--- config.mk ---
export PLATFORM = sky130hd
export DESIGN_NAME = mem_arbiter
export DESIGN_NICKNAME = d
export VERILOG_FILES = /design/src/rtl/mem_ctrl_pkg.sv /design/src/rtl/rr_arb2.sv /design/src/rtl/mem_arbiter.sv
export SDC_FILE = /design/constraint.sdc
export NUM_CORES = 1
export LEC_CHECK = 0
export ABC_CLOCK_PERIOD_IN_PS = 2600
export CELL_PAD_IN_SITES_DETAIL_PLACEMENT = 2
export CELL_PAD_IN_SITES_GLOBAL_PLACEMENT = 2
export CORE_MARGIN = 2
export CORE_UTILIZATION = 29
export DETAILED_ROUTE_END_ITERATION = 6
export PLACE_DENSITY_LB_ADDON = 0.1
export SLEW_MARGIN = 0
export SYNTH_ARGS = -nofsm -noshare
export SYNTH_HDL_FRONTEND = slang
export SYNTH_HIERARCHICAL = 1
export SYNTH_SLANG_ARGS = --single-unit
--- constraint.sdc ---
create_clock -name clk -period 2.6 [get_ports clk]
set_input_delay 0.52 -clock clk [delete_from_list [all_inputs] [get_ports clk]]
set_output_delay 0.52 -clock clk [all_outputs]
set_load 0.1 [all_outputs]
--- src/rtl/mem_ctrl_pkg.sv ---
// Shared types and default sizes for the memory arbiter slice.
package mem_ctrl_pkg;

  localparam int AW_DEF = 4;
  localparam int DW_DEF = 8;

  // state | meaning
  // IDLE  | waiting for a request, only state that arbitrates
  // ACC   | command issued to the memory, grant pulse visible
  // RDW   | read data coming back from the memory this cycle
  typedef enum logic [1:0] {
    IDLE = 2'd0,
    ACC  = 2'd1,
    RDW  = 2'd2
  } state_t;

endpackage

--- src/rtl/rr_arb2.sv ---
// Two-way round-robin picker: when both request, the one that did not win
// last time gets the slot; otherwise the single requester wins.
module rr_arb2 (
  input  logic [1:0] req,
  input  logic       last,
  output logic       idx,
  output logic       any
);

  // pure combinational pick, no history kept here (the owner of 'last' is the FSM)
  always_comb begin
    any = |req;
    idx = 1'b0;
    if (req == 2'b11) begin
      idx = ~last;
    end else begin
      idx = req[1];
    end
  end

endmodule

--- src/rtl/mem_arbiter.sv ---
// Round-robin front end for a single-port sync memory shared by two masters.
// One command is latched per transaction; all outputs are registered, and the
// wr/rd strobes are only ever raised in ACC, so they cannot overlap.
//
// state | meaning
// IDLE  | sample req0/req1, pick an owner, latch its command
// ACC   | gnt pulse to owner, strobe the memory with the latched command
// RDW   | capture mem_dout for the owner, rvalid follows on the next cycle
module mem_arbiter
  import mem_ctrl_pkg::*;
#(
  parameter int AW = AW_DEF,
  parameter int DW = DW_DEF
) (
  input  logic          clk,
  input  logic          rst,
  input  logic          req0,
  input  logic          req1,
  input  logic          we0,
  input  logic          we1,
  input  logic [AW-1:0] addr0,
  input  logic [AW-1:0] addr1,
  input  logic [DW-1:0] wdata0,
  input  logic [DW-1:0] wdata1,
  output logic          gnt0,
  output logic          gnt1,
  output logic          rvalid0,
  output logic          rvalid1,
  output logic [DW-1:0] rdata0,
  output logic [DW-1:0] rdata1,
  output logic          busy,
  output logic          mem_wr,
  output logic          mem_rd,
  output logic [AW-1:0] mem_ad,
  output logic [DW-1:0] mem_din,
  input  logic [DW-1:0] mem_dout
);

  state_t        state;
  logic          last;
  logic          cmd_owner;
  logic          cmd_we;
  logic [AW-1:0] cmd_addr;
  logic [DW-1:0] cmd_wdata;

  logic [1:0]    req_vec;
  logic          pick_idx;
  logic          pick_any;
  logic          sel_we;
  logic [AW-1:0] sel_addr;
  logic [DW-1:0] sel_wdata;

  assign req_vec = {req1, req0};

  rr_arb2 u_arb (
    .req  (req_vec),
    .last (last),
    .idx  (pick_idx),
    .any  (pick_any)
  );

  // route the winning master's command toward the cmd registers
  always_comb begin
    sel_we    = we0;
    sel_addr  = addr0;
    sel_wdata = wdata0;
    if (pick_idx) begin
      sel_we    = we1;
      sel_addr  = addr1;
      sel_wdata = wdata1;
    end
  end

  // the memory address/data buses are the latched command itself, so they
  // hold the last command's values once the strobes drop
  assign mem_ad  = cmd_addr;
  assign mem_din = cmd_wdata;

  // transaction sequencer; every output is set one edge ahead of the state it belongs to
  always_ff @(posedge clk or negedge rst) begin
    if (!rst) begin
      state     <= IDLE;
      last      <= 1'b1;
      cmd_owner <= 1'b0;
      cmd_we    <= 1'b0;
      cmd_addr  <= '0;
      cmd_wdata <= '0;
      gnt0      <= 1'b0;
      gnt1      <= 1'b0;
      rvalid0   <= 1'b0;
      rvalid1   <= 1'b0;
      rdata0    <= '0;
      rdata1    <= '0;
      busy      <= 1'b0;
      mem_wr    <= 1'b0;
      mem_rd    <= 1'b0;
    end else begin
      gnt0    <= 1'b0;
      gnt1    <= 1'b0;
      rvalid0 <= 1'b0;
      rvalid1 <= 1'b0;
      mem_wr  <= 1'b0;
      mem_rd  <= 1'b0;
      case (state)
        IDLE: begin
          if (pick_any) begin
            cmd_owner <= pick_idx;
            cmd_we    <= sel_we;
            cmd_addr  <= sel_addr;
            cmd_wdata <= sel_wdata;
            last      <= pick_idx;
            gnt0      <= ~pick_idx;
            gnt1      <= pick_idx;
            mem_wr    <= sel_we;
            mem_rd    <= ~sel_we;
            busy      <= 1'b1;
            state     <= ACC;
          end
        end
        ACC: begin
          if (cmd_we) begin
            busy  <= 1'b0;
            state <= IDLE;
          end else begin
            state <= RDW;
          end
        end
        RDW: begin
          // mem_dout is only meaningful here; the memory floats it otherwise
          if (cmd_owner) begin
            rdata1  <= mem_dout;
            rvalid1 <= 1'b1;
          end else begin
            rdata0  <= mem_dout;
            rvalid0 <= 1'b1;
          end
          busy  <= 1'b0;
          state <= IDLE;
        end
        default: begin
          busy  <= 1'b0;
          state <= IDLE;
        end
      endcase
    end
  end

endmodule

Yosys cells after proc, flatten, opt, wreduce, memory -nomap -nowiden
Cells that the tools add are included.
{"block": "word_totals", "reg_bits": 40, "elab_cells": 52, "input_bits": 38}
{"block": "op_classes", "bitwise_logic": 4, "eq_ne": 5, "n_mux": 22, "reduce_logical": 6}
{"cell": "1-bit 2-to-1 mux", "n": 16}
{"cell": "8-bit 2-to-1 mux", "n": 1}
{"cell": "2-bit AND reduction", "n": 4}
{"cell": "2-bit == test, second input constant", "n": 2}
{"cell": "2-bit 2-to-1 mux", "n": 2}
{"cell": "4-bit 2-to-1 mux", "n": 1}
{"cell": "2-bit inequality test, second input constant", "n": 2}
{"cell": "1-bit inverter", "n": 4}
{"cell": "2-bit case mux with 2 select lines", "n": 1}
{"cell": "2-bit by 1-bit == test with 1-bit output, second input constant", "n": 1}
{"cell": "2-bit logical NOT", "n": 1}
{"cell": "1-bit case mux with 2 select lines", "n": 1}
{"cell": "2-bit OR reduction", "n": 1}

Longest topological paths before layout
{"block": "depth", "ltp_word": 6, "mapped_depth": 6, "ltp_nobuf": 4}

Cells and area by module
Netlist, hierarchy kept.
{"module": "mem_arbiter", "cells_each": 103, "n_inst": 1, "area_per_inst_um2": 1657.8}
{"module": "rr_arb2", "cells_each": 2, "n_inst": 1, "area_per_inst_um2": 13.8}

Worst setup path after synthesis
OpenSTA, ideal clock, no wires.
{"block": "synth_timing", "kind": "input to register", "startpoint": "in req1", "endpoint": "reg cmd_addr[0] (netlist: mem_ad[0])", "t_required_ns": 2.474, "arrival_ns": 1.621, "stages": 5, "n_path_buf": 2, "path_slack_ns": 0.852, "path_cell_list": "a21boi_1 -> buf_2 -> buf_2 -> mux2_2 -> mux2_4"}
{"block": "synth_via", "elab_chain_cells": 3}
{"item": "start: declaration", "line_no": "mem_arbiter.sv:18", "rtl": "input logic req1,"}
{"item": "2-bit == test", "line_no": "rr_arb2.sv:14", "rtl": "if (req == 2'b11) begin"}
{"item": "1-bit 2-to-1 mux", "line_no": "rr_arb2.sv:14"}
{"item": "4-bit 2-to-1 mux", "line_no": "mem_arbiter.sv:67", "rtl": "if (pick_idx) begin"}
{"item": "end signal: assignment", "line_no": "mem_arbiter.sv:109", "rtl": "cmd_addr <= sel_addr;"}
{"item": "end: declaration", "line_no": "mem_arbiter.sv:43", "rtl": "logic [AW-1:0] cmd_addr;"}
Parallel ways exist; a longest one is shown, timed or not.
A chain may end at the register's enable or synchronous reset.

Worst setup path in the final report
{"block": "layout_timing", "startpoint": "in req1", "endpoint": "reg cmd_wdata[3] (netlist: mem_din[3])"}
{"item": "2-bit OR reduction", "line_no": "rr_arb2.sv:12", "rtl": "any = |req;"}
{"item": "via pick_any", "line_no": "mem_arbiter.sv:48", "rtl": "logic pick_any;"}
{"item": "2-bit AND reduction (no source line)"}
{"item": "end signal: assignment", "line_no": "mem_arbiter.sv:110", "rtl": "cmd_wdata <= sel_wdata;"}
{"item": "end: declaration", "line_no": "mem_arbiter.sv:44", "rtl": "logic [DW-1:0] cmd_wdata;"}
The timed path passes the listed nets, and every way through them passes these cells.

==> results.json <==
{
  "status": "finished clean",
  "numCtsBuffers": 5,
  "preCtsSetupSlack_ns": 0.299,
  "final_cell_area_sq_um": 2480,
  "cp-end-kind": "flop",
  "final.setup_skew_ns": 0.00453,
  "drtPass1Iterations": 4,
  "critical_path.cell_chain": "clkdlybuf4s50_1, or2_1, or3b_1, clkinv_8, mux2_2",
  "placeableCoreArea_sq_um": 5540,
  "nature_of_the_critical_path_startpoint": "input port",
  "synth_area_leaders": "sky130_fd_sc_hd__dfrtp_1 58%, sky130_fd_sc_hd__mux2_2 24%, sky130_fd_sc_hd__mux2_4 5.4%",
  "worst-path-buf-inv": 2,
  "critPathArrivalTime_ns": 2.17,
  "post-synth-top-count-cell": "sky130_fd_sc_hd__dfrtp_1",
  "floorplan.io_pins": 73,
  "setup_tns_ns": 0,
  "antenna_found_initial": 0,
  "fp.dieW_um": 79.9,
  "clk_pin_slew_worst_paths_ns": 0.08,
  "synthesis.area_per_instance_sq_um": 15.9,
  "number_of_fillers_in_the_final_layout": 560,
  "report.final.hold_viol_count": 0,
  "place_area_sq_um": 2360,
  "drt-initial-drc-count": 15,
  "tightest_slew_ns": 0.902,
  "routed_via_density": 4.45,
  "fraction_of_synthesized_cell_area_taken_by_the_top_area_cell_type_pct": 58.4,
  "syn_to_final_growth_pct": 48.4,
  "rsz0062_at_grt": "no",
  "primary_ff_master_synth": "sky130_fd_sc_hd__dfrtp_1",
  "postRouteWirelength_mm": 4.04,
  "crit_type": "input port to flop",
  "max_stage_delay_ns": 0.53,
  "row_count": 27,
  "synth_seq_area_share_pct": 60.0,
  "final_weighted_congestion_of_routability_driven_global_placement": 0.730,
  "synth_async_sr_flop_share_pct": 100,
  "hold_buffers_post_cts": 0,
  "die_area_sq_um": 6390,
  "required_ns": 2.77,
  "crit_path_top_delay_cell": "sky130_fd_sc_hd__or3b_1",
  "groute.usage.overall_pct": 13.2,
  "max-cap-violations": 0,
  "synthesis.yosys.warnings": 6,
  "cp_max_fo": 16,
  "final_layout_size_suffix_gt1_share_pct": 49.5,
  "synthesis.instances": 105,
  "synth.lib_cells_used.distinct": 20,
  "timing.critical_path.max_delay_family": "simple AND/OR/NAND/NOR gates",
  "layout.core_utilization_pct": 44.8,
  "cts_setup_buffers": 0,
  "clock_tree.root_cell": "sky130_fd_sc_hd__clkbuf_8",
  "hold_path_class": "input port to asynchronous set/reset pin",
  "synth_edf_count": 0,
  "setup_viol": 0,
  "cts_max_path_buffers": 2,
  "grt_first_pass_wirelength_mm": 6.38,
  "normalized_max_slew_margin_pct": 39.8,
  "antenna_left": 0,
  "io_buffers": 72,
  "syn-cell-area_sq_um": 1670,
  "finish.net_count": 219,
  "cts_resized": 0,
  "via_count": 1131,
  "die_height_um": 79.9,
  "drt_drc_violations_left": 0,
  "post-route-worst-setup-slack_ns": 0.598,
  "initial_utilization_pct": 30.2,
  "clock_tree_from_tritoncts": "built",
  "wl_per_cell_um": 15.9,
  "netlist.top_cell.by_area": "sky130_fd_sc_hd__dfrtp_1",
  "slew_violations": 0,
  "period_share_pct": 77.0,
  "number_of_nets_in_the_synthesized_netlist": 143,
  "final_critical_path_required_period_ns": 2.00,
  "hpwlAfterDp_mm": 3.07,
  "grt_overflow_total": 0,
  "ys_top_cells_by_count": "39 x sky130_fd_sc_hd__dfrtp_1, 36 x sky130_fd_sc_hd__mux2_2, 6 x sky130_fd_sc_hd__mux2_4",
  "synth-seq-cells": 40,
  "largest_net_degree_at_the_start_of_global_routing": 41,
  "cts_sinks": 40,
  "number_of_h_tree_branching_levels": 2,
  "number_of_global_route_vias_before_repair": 1261,
  "antenna_cells_inserted": 0,
  "insertion_delay_to_the_later_sink_of_the_worst_skew_pair_ns": 0.29,
  "timing.fmax_mhz": 500
}
routing by layer:
metal  GRT usage (%)  part of all wire, %  up-vias  wire, um
met5               0                    0        -         0
met4            3.56                  1.1        0        45
met3            3.96                  5.8        7       233
met2            23.1                   53       36      2130
met1            15.8                   40      574      1630
li1                -                    -      514         -
layout make-up:
type                            count  area [sq um]  share of cell area, %
Inverter                            3          23.8                  0.959
Multi-Input combinational cell     57           599                   24.2
Tap cell                           72          90.1                   3.63
Sequential cell                    40          1000                   40.4
Clock inverter                      2          38.8                   1.56
Clock buffer                        6          82.6                   3.33
Timing Repair Buffer               74           643                   25.9
per-stage QoR:
step	hold slack [ns]	instances
after floorplan	0.224	105
after global placement	0.459	246
after detailed placement	0.487	246
after CTS	0.378	254
after global routing	0.400	254
final	0.351	254
kinds of logic (layout without fill, tap and decap cells):
group	Yosys count	after routing	share of synthesized area, %
flops	40	40	60.0
compound gates	3	3	1.20
mux	44	44	30.8
simple gates	10	10	3.82
buf+inv	8	85	4.19
cells in the final DEF, fill, tap and decap left out, drive strengths merged:
master / n
nor2: 2
or2: 1
a21boi: 1
mux2: 42
a21oi: 1
o21bai: 1
dfstp: 1
buf: 38
clkinv: 2
inv: 2
clkdlybuf4s50: 36
bufinv: 1
mux2i: 2
nand2b: 1
clkbuf: 6
nand3b: 1
dfrtp: 39
and2: 2
or3b: 1
nor3b: 2
flip-flops by register name, summed over array words and instances (netlist names), 2 cells and up:
signal / cells
mem_din: 8
rdata0: 8
rdata1: 8
mem_ad: 4
state: 2
path summary, 6_finish.rpt:
path                            startpoint         end  slack (ns)  cells past startpoint
worst max-delay path                  req1  mem_din[3]        0.60                      5
worst min-delay path                   rst   mem_ad[3]        0.35                      1
worst max register to register    state[0]  mem_din[3]        0.98                      3
worst min register to register      cmd_we    state[1]        0.49                      1
max in group asynchronous              rst   rdata1[3]        1.68                      1
min in group clk                    cmd_we    state[1]        0.49                      1
Power is left out: the tool's default activity adds up to more than one toggle a clock period on the data nets, which glitch-free logic cannot reach.
